`src/rtl/arc4_param.sv`:
```
// rtl/arc4_param.sv - single-FSM ARC4 decrypt engine with configurable key length and keystream drop
module arc4_param #(
  parameter int KEY_BYTES = 3,
  parameter int DROP_N    = 0
) (
  input  logic                   clk,
  input  logic                   rst,
  input  logic                   en,
  output logic                   rdy,
  input  logic [8*KEY_BYTES-1:0] key,
  output logic [7:0]             s_addr,
  input  logic [7:0]             s_rddata,
  output logic [7:0]             s_wrdata,
  output logic                   s_wren,
  output logic [7:0]             ct_addr,
  input  logic [7:0]             ct_rddata,
  output logic [7:0]             pt_addr,
  output logic [7:0]             pt_wrdata,
  output logic                   pt_wren
);

  localparam int                KIDX_W    = (KEY_BYTES > 1) ? $clog2(KEY_BYTES) : 1;
  localparam logic [KIDX_W-1:0] KIDX_LAST = KIDX_W'(KEY_BYTES - 1);
  localparam logic [9:0]        DROP_LAST = 10'(DROP_N);

  typedef enum logic [3:0] {
    S_IDLE, S_INIT, S_LEN,
    S_KSA_RI, S_KSA_RJ, S_KSA_WI, S_KSA_WJ,
    S_P_RI, S_P_RJ, S_P_WI, S_P_WJ, S_P_RK, S_P_X,
    S_DONE
  } state_t;

  state_t            state_q, state_d;
  logic [7:0]        i_q, i_d;
  logic [7:0]        j_q, j_d;
  logic [8:0]        k_q, k_d;
  logic [9:0]        drop_q, drop_d;
  logic [KIDX_W-1:0] kidx_q, kidx_d;
  logic [7:0]        len_q, len_d;
  logic [7:0]        si_q, si_d;
  logic [7:0]        sj_q, sj_d;

  logic [7:0]        key_byte;
  logic [7:0]        j_new;
  logic [8:0]        k_new;
  logic [9:0]        drop_new;

  // Pick the key byte addressed by the key index; byte 0 is the most significant byte.
  always_comb begin
    key_byte = '0;
    for (int n = 0; n < KEY_BYTES; n++) begin
      if (kidx_q == KIDX_W'(n)) key_byte = key[8*(KEY_BYTES-1-n) +: 8];
    end
  end

  // Next-state and output decode; reset forces idle-looking outputs so in-flight writes are dropped.
  always_comb begin
    state_d   = state_q;
    i_d       = i_q;
    j_d       = j_q;
    k_d       = k_q;
    drop_d    = drop_q;
    kidx_d    = kidx_q;
    len_d     = len_q;
    si_d      = si_q;
    sj_d      = sj_q;
    j_new     = '0;
    k_new     = '0;
    drop_new  = '0;
    rdy       = 1'b0;
    s_addr    = '0;
    s_wrdata  = '0;
    s_wren    = 1'b0;
    ct_addr   = '0;
    pt_addr   = '0;
    pt_wrdata = '0;
    pt_wren   = 1'b0;
    case (state_q)
      S_IDLE: begin
        rdy = 1'b1;
        if (en) begin
          state_d = S_INIT;
          i_d     = '0;
          j_d     = '0;
          k_d     = '0;
          drop_d  = '0;
          kidx_d  = '0;
        end
      end
      S_INIT: begin
        s_addr   = i_q;
        s_wrdata = i_q;
        s_wren   = 1'b1;
        i_d      = i_q + 8'd1;
        if (i_q == 8'hFF) state_d = S_LEN;
      end
      S_LEN: begin
        len_d     = ct_rddata;
        pt_wrdata = ct_rddata;
        pt_wren   = 1'b1;
        i_d       = '0;
        j_d       = '0;
        state_d   = S_KSA_RI;
      end
      S_KSA_RI: begin
        s_addr  = i_q;
        state_d = S_KSA_RJ;
      end
      S_KSA_RJ: begin
        si_d    = s_rddata;
        j_new   = j_q + s_rddata + key_byte;
        j_d     = j_new;
        s_addr  = j_new;
        state_d = S_KSA_WI;
      end
      S_KSA_WI: begin
        sj_d     = s_rddata;
        s_addr   = i_q;
        s_wrdata = s_rddata;
        s_wren   = 1'b1;
        state_d  = S_KSA_WJ;
      end
      S_KSA_WJ: begin
        s_addr   = j_q;
        s_wrdata = si_q;
        s_wren   = 1'b1;
        i_d      = i_q + 8'd1;
        kidx_d   = (kidx_q == KIDX_LAST) ? '0 : kidx_q + 1'b1;
        if (i_q == 8'hFF) begin
          i_d     = '0;
          j_d     = '0;
          k_d     = 9'd1;
          // Nothing to drop and an empty message: skip PRGA entirely.
          state_d = (drop_q == DROP_LAST && len_q == 8'd0) ? S_DONE : S_P_RI;
        end else begin
          state_d = S_KSA_RI;
        end
      end
      S_P_RI: begin
        i_d     = i_q + 8'd1;
        s_addr  = i_q + 8'd1;
        state_d = S_P_RJ;
      end
      S_P_RJ: begin
        si_d    = s_rddata;
        j_new   = j_q + s_rddata;
        j_d     = j_new;
        s_addr  = j_new;
        state_d = S_P_WI;
      end
      S_P_WI: begin
        sj_d     = s_rddata;
        s_addr   = i_q;
        s_wrdata = s_rddata;
        s_wren   = 1'b1;
        state_d  = S_P_WJ;
      end
      S_P_WJ: begin
        s_addr   = j_q;
        s_wrdata = si_q;
        s_wren   = 1'b1;
        state_d  = S_P_RK;
      end
      S_P_RK: begin
        s_addr  = si_q + sj_q;
        ct_addr = k_q[7:0];
        state_d = S_P_X;
      end
      S_P_X: begin
        if (drop_q != DROP_LAST) begin
          drop_new = drop_q + 10'd1;
          k_new    = k_q;
        end else begin
          pt_addr   = k_q[7:0];
          pt_wrdata = s_rddata ^ ct_rddata;
          pt_wren   = 1'b1;
          k_new     = k_q + 9'd1;
          drop_new  = drop_q;
        end
        drop_d  = drop_new;
        k_d     = k_new;
        state_d = (drop_new == DROP_LAST && k_new > {1'b0, len_q}) ? S_DONE : S_P_RI;
      end
      S_DONE:  state_d = S_IDLE;
      default: state_d = S_IDLE;
    endcase
    if (rst) begin
      rdy       = 1'b1;
      s_addr    = '0;
      s_wrdata  = '0;
      s_wren    = 1'b0;
      ct_addr   = '0;
      pt_addr   = '0;
      pt_wrdata = '0;
      pt_wren   = 1'b0;
    end
  end

  // State and datapath registers.
  always_ff @(posedge clk) begin
    if (rst) begin
      state_q <= S_IDLE;
      i_q     <= '0;
      j_q     <= '0;
      k_q     <= '0;
      drop_q  <= '0;
      kidx_q  <= '0;
      len_q   <= '0;
      si_q    <= '0;
      sj_q    <= '0;
    end else begin
      state_q <= state_d;
      i_q     <= i_d;
      j_q     <= j_d;
      k_q     <= k_d;
      drop_q  <= drop_d;
      kidx_q  <= kidx_d;
      len_q   <= len_d;
      si_q    <= si_d;
      sj_q    <= sj_d;
    end
  end

endmodule

```
`config.mk`:
```
export PLATFORM = sky130hd
export DESIGN_NAME = arc4_param
export DESIGN_NICKNAME = d
export VERILOG_FILES = /design/src/rtl/arc4_param.sv
export SDC_FILE = /design/constraint.sdc
export NUM_CORES = 1
export LEC_CHECK = 0
export ABC_AREA = 1
export CAP_MARGIN = 20
export CORE_MARGIN = 4
export CORE_UTILIZATION = 55
export CTS_CLUSTER_DIAMETER = 30
export CTS_CLUSTER_SIZE = 24
export DETAILED_ROUTE_END_ITERATION = 6
export PLACE_DENSITY = 0.91
export SLEW_MARGIN = 20
export SYNTH_ARGS = -nofsm -noshare
export SYNTH_HDL_FRONTEND = slang
export SYNTH_SLANG_ARGS = --single-unit
```
`constraint.sdc`:
```
create_clock -name clk -period 3.45 [get_ports clk]
set_clock_uncertainty 0.1 [all_clocks]
set_input_delay 0.5175 -clock clk [delete_from_list [all_inputs] [get_ports clk]]
set_output_delay 0.5175 -clock clk [all_outputs]
set_load 0.05 [all_outputs]
```
Word-level counts from Yosys, hierarchy flattened
Cells that the tools add are included.

word-level totals
  bits in registers = 65
  output and inout bits = 43

cells by class
  add/subtract/negate cells = 7
  order comparisons = 1
  equal/unequal tests = 18
  muxes and demuxes = 45
  bitwise gates (word level) = 1
  reductions and logical operators = 25

operators with widths
  operator               count
  $mux 8                 15
  $pmux 4 s13            1
  $pmux 8 s6             1
  $pmux 8 s5             1
  $mux 9                 4
  $pmux 8 s4             1
  $mux 10                3
  $pmux 9 s3             1
  $add 8x8->8            3
  $pmux 8 s3             1
  $eq 4x4->1 const B     5
  $logic_not 10->1       2
  $mux 4                 5
  $pmux 10 s2            1
  $eq 4x3->1 const B     4
  $pmux 8 s2             1
  $add 10x1->10 const B  1
  $reduce_bool 10->1     1
  $add 9x1->9 const B    1
  $gt 9x8->1             1
  $add 8x1->8 const B    1
  $eq 4x2->1 const B     2
  $eq 8x8->1 const B     1
  $logic_not 8->1        1
  other kinds (22)       39

Depth between registers and ports, before layout
Gate-level depths: netlist (run 1).

  depth in word-level cells = 7
  gate-level depth with buffers = 22
  gate-level depth less buffers = 22

Least setup slack after synthesis (run 1)
Ideal clock, no wire load.

  path type = input port to output port
  start point = input s_rddata[2]
  end point = output s_addr[7]
  data arrival time = 3.260 ns
  setup slack = -0.427 ns
  stages = 17
  path through = ha_1 > nand3_1 > nand3_1 > nand2_1 > nand2_1 > nand2_1 > nand2_1 > or2_2 > and2_1 > ha_1 > nand2_1 > o21ai_0 > a31oi_1 > inv_1 > nand2_1 > nand3_1 > a21oi_1

between the ends
  cells in the longest elaborated chain, start to end = 4

ends and longest elaborated chain
  element          line      RTL
  start, declared  12        input logic [7:0] s_rddata,
  $add 8x8->8 (*)  111, 146
  $add 8x8->8      111       j_new = j_q + s_rddata + key_byte;
  $pmux 8 s6 (*)   78        case (state_q)
  $mux 8 (*)       187       if (rst) begin
  end, declared    11        output logic [7:0] s_addr,

Every way passes the cells marked *; elsewhere a longest branch is shown, timed or not.

Worst setup path after layout (run 1)
  start point = register j_q[0]
  end point = output s_addr[5]

between the ends
  cells in the longest elaborated chain, start to end = 4

ends and longest elaborated chain
  element                 line      RTL
  start, declared         35        logic [7:0] j_q, j_d;
  start signal, assigned  214       j_q <= j_d;
  $add 8x8->8 (*)         111, 146
  $add 8x8->8             111
  $pmux 8 s6 (*)          78
  $mux 8 (*)              187

Marks and branches as above.

==> run metrics, run 1 <==
CP bufs+invs 1; total gr overflow 0; Vias per Instance between 5 and 6; # nets final ~1100; leakage power approximately 0.0032 uW; worst slew pin tran 0.513 ns; Power Density between 200 and 300 nW/um2; most frequent cells in the layout nand2_1 (226), inv_1 (102), a21oi_1 (80); cells along the critical path ha_4 > fa_2 > xor2_2 > ha_4 > nand2_1 > nand3_2 > nand2_2 > nand2_1 > nand2_1 > nand2_1 > a21oi_1 > o21ai_1 > nand2_1 > nor2_2 > nor2_2 > buf_12; fin. max-slew vios 0; Placed Area ~6700 um2; CP max stage delay 0.39 ns; n_diodes 0; r2r endpoint j_q[6]$_SDFFE_PP0P_; status finished, violations left; commonest non-fill, non-tap cell in the layout nand2_1; switch share 33.6%; Hold Path Sink len_q[1]$_SDFFE_PP0P_; fin util 78.8%; sequential fraction of design power 38.8%; GP Congestion 1.06; area of all placed cells without fillers 7310 um2; htree depth 3; critical path type reg -> out; R2R cell count 23; total wire length 19700 um; reg2reg start j_q[0]$_SDFFE_PP0P_; post-layout min period 3.72 ns; routed vias 6514; Async SR Flop Fraction 0%; cell row count 35; CP Capture Type primary output; post-route insts no fill 1111; pre-CTS setup slack -0.659 ns; Max-slew headroom 65.8%; Clock power frac 33.2%; xor and xnor area share after synthesis 4.67%; vias in the first global route around 6000; ys flop type dfxtp_1; Cells after Synth 836; Compound-Gate Fraction of Synth Area 17.0%; DRC violations left 22; Synth Area in Simple Gates 34.4%; final hold vios 0; GRT Total Usage 32.3%; Hold/Removal Path Class reg -> reg; per-cell routed wire length 17.8 um; Max Cap Viol 0; CTS Buf Count 9; Worst EP arrival roughly 3.1 ns; Gate power share 28.0%; IO Count 86; FF-to-FF setup slack -0.27 ns; Mapped Nets 916; Post-DP HPWL around 13000 um; Antenna Nets Post-Route 0; Die ar. roughly 11000 um2; largest net degree at the start of global routing 21; Syn. warnings 0; Worst Hold Depth 2; EDFF count, synth 0; FILL cells 636; RSZ-0062 raised after global routing yes; Area Overhead vs Synth 39.2%; Most common cell on crit path nand2_1; sequential fraction of the synthesis area 24.8%; Int Power 1340 uW; CTS tree built; initial antenna violation count 0; final worst slack -0.274 ns; Initial Util 56.6%; P_sw 678 uW; drt pass-1 iters 7; Avg Cell Area, Syn 6.28 um2; Final Hold Slack 0.364 ns; clk sinks 65; main combinational cell family by area after synthesis simple AND/OR/NAND/NOR gates; Required @ worst endpoint 2.83 ns; DRT iter0 DRCs 934; Max Freq roughly 0.27 GHz; Clock transition at path regs 0.09 ns; Post-Syn Area about 5300 um2; CP Max Fanout 4; Final period util 108%; CP delay by family, top adder cells; mux cell area share after synthesis 0%; adder-cell area share of the yosys netlist under 10%; post-synthesis register bit count 65; VDD IR max 0.000166 V; global-route wire length before repair 29200 um; clk buf depth 2; failing checks DRC, setup timing; share of layout cells above drive strength 1 22.5%; IO Port Bufs 85; area of the core 9280 um2; HP Start len_q[1]$_SDFFE_PP0P_; chip width 106 um; Final setup viols 8; placed insts 1075; Die H 106 um; clock root cell clkbuf_8; Startpoint Class register; count of cell types in the netlist 47; Crit-path slowest cell fa_2; Worst-Skew Late Latency 0.36 ns
## cell usage after synthesis, types with 2 or more instances
cell type / instances / area share [%]
nand2_1: 236 / 17
inv_1: 105 / 7.5
a21oi_1: 84 / 8.0
nor2_1: 75 / 5.4
dfxtp_1: 65 / 25
nand3_1: 47 / 4.5
ha_1: 34 / 8.1
o21ai_0: 23 / 2.2
xor2_1: 18 / 3.0
nor3_1: 12 / 1.1
or2_2: 12 / 1.4
clkbuf_1: 11 / 0.79
xnor2_1: 10 / 1.7
inv_2: 9 / 0.64
o22ai_1: 9 / 1.1
nor2_2: 8 / 0.95
o211ai_1: 7 / 1.0
a31oi_1: 6 / 0.71
nand4_1: 6 / 0.71
nor2_4: 6 / 1.3
buf_2: 5 / 0.48
nand2_2: 4 / 0.48
o21ai_1: 4 / 0.38
o221ai_1: 4 / 0.67
clkinv_1: 3 / 0.21
fa_1: 3 / 1.1
nand3_2: 3 / 0.57
o21a_1: 3 / 0.43
or2_1: 3 / 0.36
a221oi_1: 2 / 0.33
a22o_1: 2 / 0.33
o21ai_2: 2 / 0.33
## stage by stage
step	TNS [ns]	power [uW]
floorplan	-0.0437	1080
global placement	-2.70	1260
detailed placement	-3.19	1260
CTS	-0.309	1950
global route	-2.40	2090
finish	-1.65	2020
## flip-flops by register name, summed over array words and instances (netlist names)
signal	cells
sj_q	8
j_q	8
si_q	8
state_q	4
kidx_q	2
drop_q	10
k_q	9
i_q	8
len_q	8
## cell type report
type | instances | area, um2 | area share, %
timing repair buffer | 148 | 1450 | 19.9
inverter | 117 | 439 | 6.01
clock buffer | 10 | 138 | 1.88
tap | 129 | 161 | 2.21
clock inverter | 5 | 56.3 | 0.770
sequential | 65 | 1310 | 17.9
multi-input combinational | 637 | 3750 | 51.3
## worst max-delay path by stage
stage | slack (ns) | cells past startpoint | startpoint | end
after floorplan | -0.04 | 17 | s_rddata[2] | s_addr[7]
after global placement | -0.55 | 15 | s_rddata[0] | s_addr[7]
after detailed placement | -0.66 | 19 | s_rddata[2] | s_addr[7]
after CTS | -0.13 | 16 | s_rddata[3] | s_addr[7]
after global routing | -0.46 | 23 | j_q[0]$_SDFFE_PP0P_ | j_q[6]$_SDFFE_PP0P_
final | -0.27 | 16 | j_q[0]$_SDFFE_PP0P_ | s_addr[5]
## cells by family (layout without fill, tap and decap cells)
family | count (synthesis) | in the layout
buffers and inverters | 134 | 280
AOI/OAI and AO/OA | 155 | 155
DFF | 65 | 65
xor gates and xnor gates | 28 | 28
adders and majority gates | 37 | 37
and+or+nand+nor | 417 | 417
## timing repair
action | 4_1_cts | 5_1_grt
gates resized for setup | 62 | 23
pin swaps | 29 | 10
endpoints found under the setup margin | 10 | 13
hold endpoints to repair | 0 | 0
buffers inserted | 20 | 1
hold buffers | 0 | 0
## routing by layer
layer,part of all wire (%),GRT usage (%),wire [um],up-vias
met4,6.6,14.2,1300,0
met5,0,0,0,-
met3,11,7.23,2250,132
li1,-,-,-,3006
met1,37,39.6,7290,2903
met2,45,54.2,8890,473
## worst reg2reg max path, stage by stage, from the launching register on
cell     delay, ns
dfxtp_4       0.36
ha_4          0.17
fa_2          0.39
xor2_2        0.35
ha_4          0.29
nand2_1       0.08
nand2_1       0.06
nand2_1       0.07
nand2_2       0.07
nand2_2       0.07
nand2_1       0.05
a21oi_1       0.17
nand2_1       0.08
nand3_1       0.09
nand2_1       0.10
buf_4         0.15
buf_4         0.12
buf_4         0.12
buf_4         0.12
buf_4         0.12
buf_4         0.12
buf_4         0.14
o21ai_1       0.18
inv_1         0.06
## power groups by stage
stage / clock network [uW] / registers [uW] / logic [uW]
2_1_floorplan: 0 / 796 / 281
3_3_place_gp: 0 / 799 / 457
3_5_place_dp: 0 / 799 / 465
4_1_cts: 672 / 781 / 501
5_1_grt: 703 / 784 / 600
6_report: 670 / 783 / 565
Power figures use the tool's default switching activity.
==> inputs of run 2 (changes only) <==
--- a/config.mk
+++ b/config.mk
@@ -13,6 +13,7 @@
 export CTS_CLUSTER_SIZE = 24
 export DETAILED_ROUTE_END_ITERATION = 6
 export PLACE_DENSITY = 0.91
+export REMOVE_ABC_BUFFERS = 1
 export SLEW_MARGIN = 20
 export SYNTH_ARGS = -nofsm -noshare
 export SYNTH_HDL_FRONTEND = slang
==> run 2 against run 1 <==
The run still ends with DRC, setup timing left. Clock power up 5.4%. Global-route usage increased by 0.081 points. Worst hold slack got worse by 0.00074 ns. Setup slack got worse by 0.084 ns. Register-to-register slack improved by 0.73 ns. Sequential power is essentially flat. Maximum frequency is 2.2% lower. Critical path depth down 2. Design area decreased by 0.12%. Via count is 4.4% higher.
==> run metrics, run 2 (synthesized netlist as in run 1, its figures left out) <==
Final period util 110% (was 108%); Gate power share 28.7% (was 28.0%); clk sinks 65 (unchanged); sequential fraction of design power 37.5% (was 38.8%); Worst EP arrival 3.19 ns (was 3.11 ns); DRC violations left 93 (was 22); total gr overflow 0 (unchanged); clock root cell clkbuf_8 (unchanged); post-layout min period 3.81 ns (was 3.72 ns); CTS Buf Count 9 (unchanged); Regs by FF count drop_q: 10 flops, k_q: 9 flops (unchanged); Max Freq 0.263 GHz (was 0.269 GHz); Clock transition at path regs 0.07 ns (was 0.09 ns); P_sw 716 uW (was 678 uW); vias in the first global route 6167 (was 6100); Clock power frac 33.8% (was 33.2%); Max-slew headroom 64.3% (was 65.8%); R2R cell count 17 (was 23); cell row count 35 (unchanged); metal2 WL 9540 um (was 8890 um); failing checks DRC, setup timing (unchanged); final hold vios 0 (unchanged); IO Port Bufs 85 (unchanged); initial antenna violation count 0 (unchanged); fin. max-slew vios 0 (unchanged); share of layout cells above drive strength 1 23.1% (was 22.5%); Worst-Skew Late Latency 0.37 ns (was 0.36 ns); CP bufs+invs 2 (was 1); Placed Area 6590 um2 (was 6670 um2); RSZ-0062 raised after global routing yes (unchanged); worst slew pin tran 0.534 ns (was 0.513 ns); drt pass-1 iters 7 (unchanged); post-route insts no fill 1110 (was 1111); Int Power 1370 uW (was 1340 uW); Vias per Instance 6.13 (was 5.86); area of all placed cells without fillers 7300 um2 (was 7310 um2); IO Count 86 (unchanged); largest net degree at the start of global routing 28 (was 21); # nets final 1056 (was 1058); Max Cap Viol 0 (unchanged); CP Max Fanout 3 (was 4); htree depth 3 (unchanged); CP max stage delay 0.42 ns (was 0.39 ns); Post-DP HPWL 12800 um (was 13300 um); Final setup viols 6 (was 8); clk buf depth 2 (unchanged); Crit-path slowest cell fa_2 (unchanged); Largest register FFs 10 (unchanged); CP delay by family, top adder cells (unchanged); final worst slack -0.358 ns (was -0.274 ns); Pwr Total 2090 uW (was 2020 uW); GRT Total Usage 32.4% (was 32.3%); Die H 106 um (unchanged); cells along the critical path ha_4 > fa_2 > nand4_1 > nand3_2 > xor2_4 > ha_4 > a21oi_2 > o21ai_1 > a31oi_1 > inv_1 > nand2_1 > nand3_2 > a21oi_4 > buf_12 (was ha_4 > fa_2 > xor2_2 > ha_4 > nand2_1 > nand3_2 > nand2_2 > nand2_1 > nand2_1 > nand2_1 > a21oi_1 > o21ai_1 > nand2_1 > nor2_2 > nor2_2 > buf_12); per-cell routed wire length 18.9 um (was 17.8 um); area of the core 9280 um2 (unchanged); VDD IR max 0.000273 V (was 0.000166 V); Antenna Nets Post-Route 0 (unchanged); global-route wire length before repair 29400 um (was 29200 um); commonest non-fill, non-tap cell in the layout nand2_1 (unchanged); status finished, violations left (unchanged); Hold/Removal Path Class reg -> reg (unchanged); Worst path depth 14 (was 16); Worst Hold Depth 2 (unchanged); DRT iter0 DRCs 959 (was 934); Power Density 286 nW/um2 (was 276 nW/um2); switch share 34.3% (was 33.6%); CTS tree built (unchanged); highest routed metal layer met4 (unchanged); Met1 Wirelength 7260 um (was 7290 um); metal3 WL 2250 um (about the same); routed vias 6800 (was 6514); GP Congestion 0.985 (was 1.06); Startpoint Class register (unchanged); Area Overhead vs Synth 39.0% (was 39.2%); placed insts 1077 (was 1075); Largest Register drop_q (unchanged); leakage power 0.00325 uW (was 0.00323 uW); critical path type reg -> out (unchanged); chip width 106 um (unchanged); CP Capture Type primary output (unchanged); n_diodes 0 (unchanged); Required @ worst endpoint 2.83 ns (about the same); most frequent cells in the layout nand2_1 (222), inv_1 (101), buf_4 (80) (was nand2_1 (226), inv_1 (102), a21oi_1 (80)); total wire length 20900 um (was 19700 um); Die ar. 11200 um2 (unchanged); Initial Util 56.6% (unchanged)
## run 2: changes by cell type in the layout (fill, tap and decap cells not counted), moves of 2 or more
cell and delta:
buf_12 -6, xor2_4 +2, clkdlybuf4s50_1 +2, a31oi_2 -2, a21oi_2 +2, nand3_2 +2
xor2_2 -2, buf_4 +2, dlymetal6s2s_1 +2, nand2_4 +3, dlygate4sd2_1 -4, nand2_1 -4
## run 2: final cells by class
| cell class | instances | area [um2] |
|---|---|---|
| Tap cell | 129 | 161 |
| Timing Repair Buffer | 146 | 1390 |
| Sequential cell | 65 | 1310 |
| Clock buffer | 12 | 155 |
| Multi-Input combinational cell | 637 | 3800 |
| Clock inverter | 4 | 51.3 |
| Fill cell | 591 | 1980 |
| Inverter | 117 | 439 |
## run 2: worst paths after layout
kind	to	slack [ns]	from
worst max-delay path	s_addr[7]	-0.36	j_q[0]$_SDFFE_PP0P_
worst min-delay path	len_q[5]$_SDFFE_PP0P_	0.36	len_q[5]$_SDFFE_PP0P_
worst max register to register	j_q[5]$_SDFFE_PP0P_	0.46	j_q[0]$_SDFFE_PP0P_
worst min register to register	len_q[5]$_SDFFE_PP0P_	0.36	len_q[5]$_SDFFE_PP0P_
## run 2: metal layers
layer	GRT usage [%]	vias up
li1	-	2990
met1	37.3	3039
met2	55.9	555
met3	6.49	216
met4	18.1	0
met5	0	-
## run 2: repair_timing
action | in CTS | in global routing
pin swaps | 23 | 32
gates resized for setup | 58 | 48
hold buffers | 0 | 0
endpoints found under the setup margin | 7 | 9
buffers inserted | 8 | 10
## run 2: power by group through the flow
| stage | clock network [uW] | logic (uW) | registers (uW) |
|---|---|---|---|
| final | 706 | 599 | 785 |
| after floorplan | 0 | 267 | 796 |
| after detailed placement | 0 | 469 | 799 |
| after global placement | 0 | 458 | 799 |
| after CTS | 685 | 505 | 784 |
| after global routing | 728 | 628 | 786 |
## run 2: stage by stage
stage | TNS [ns] | utilization [%] | hold slack [ns] | setup WS, ns
after floorplan | -0.822 | - | 0.335 | -0.427
after global placement | -2.56 | 71.0 | 0.347 | -0.505
after CTS | -0.205 | 75.7 | 0.369 | -0.0978
after detailed placement | -3.23 | 71.0 | 0.357 | -0.600
after global routing | -1.62 | 78.7 | 0.392 | -0.441
final | -1.15 | 78.7 | 0.364 | -0.358
## run 2: worst min-delay path, delay by kind of cell (launching register included)
family          cells  cell delay, ns
flops               1            0.31
compound gates      1            0.05
simple gates        1            0.06
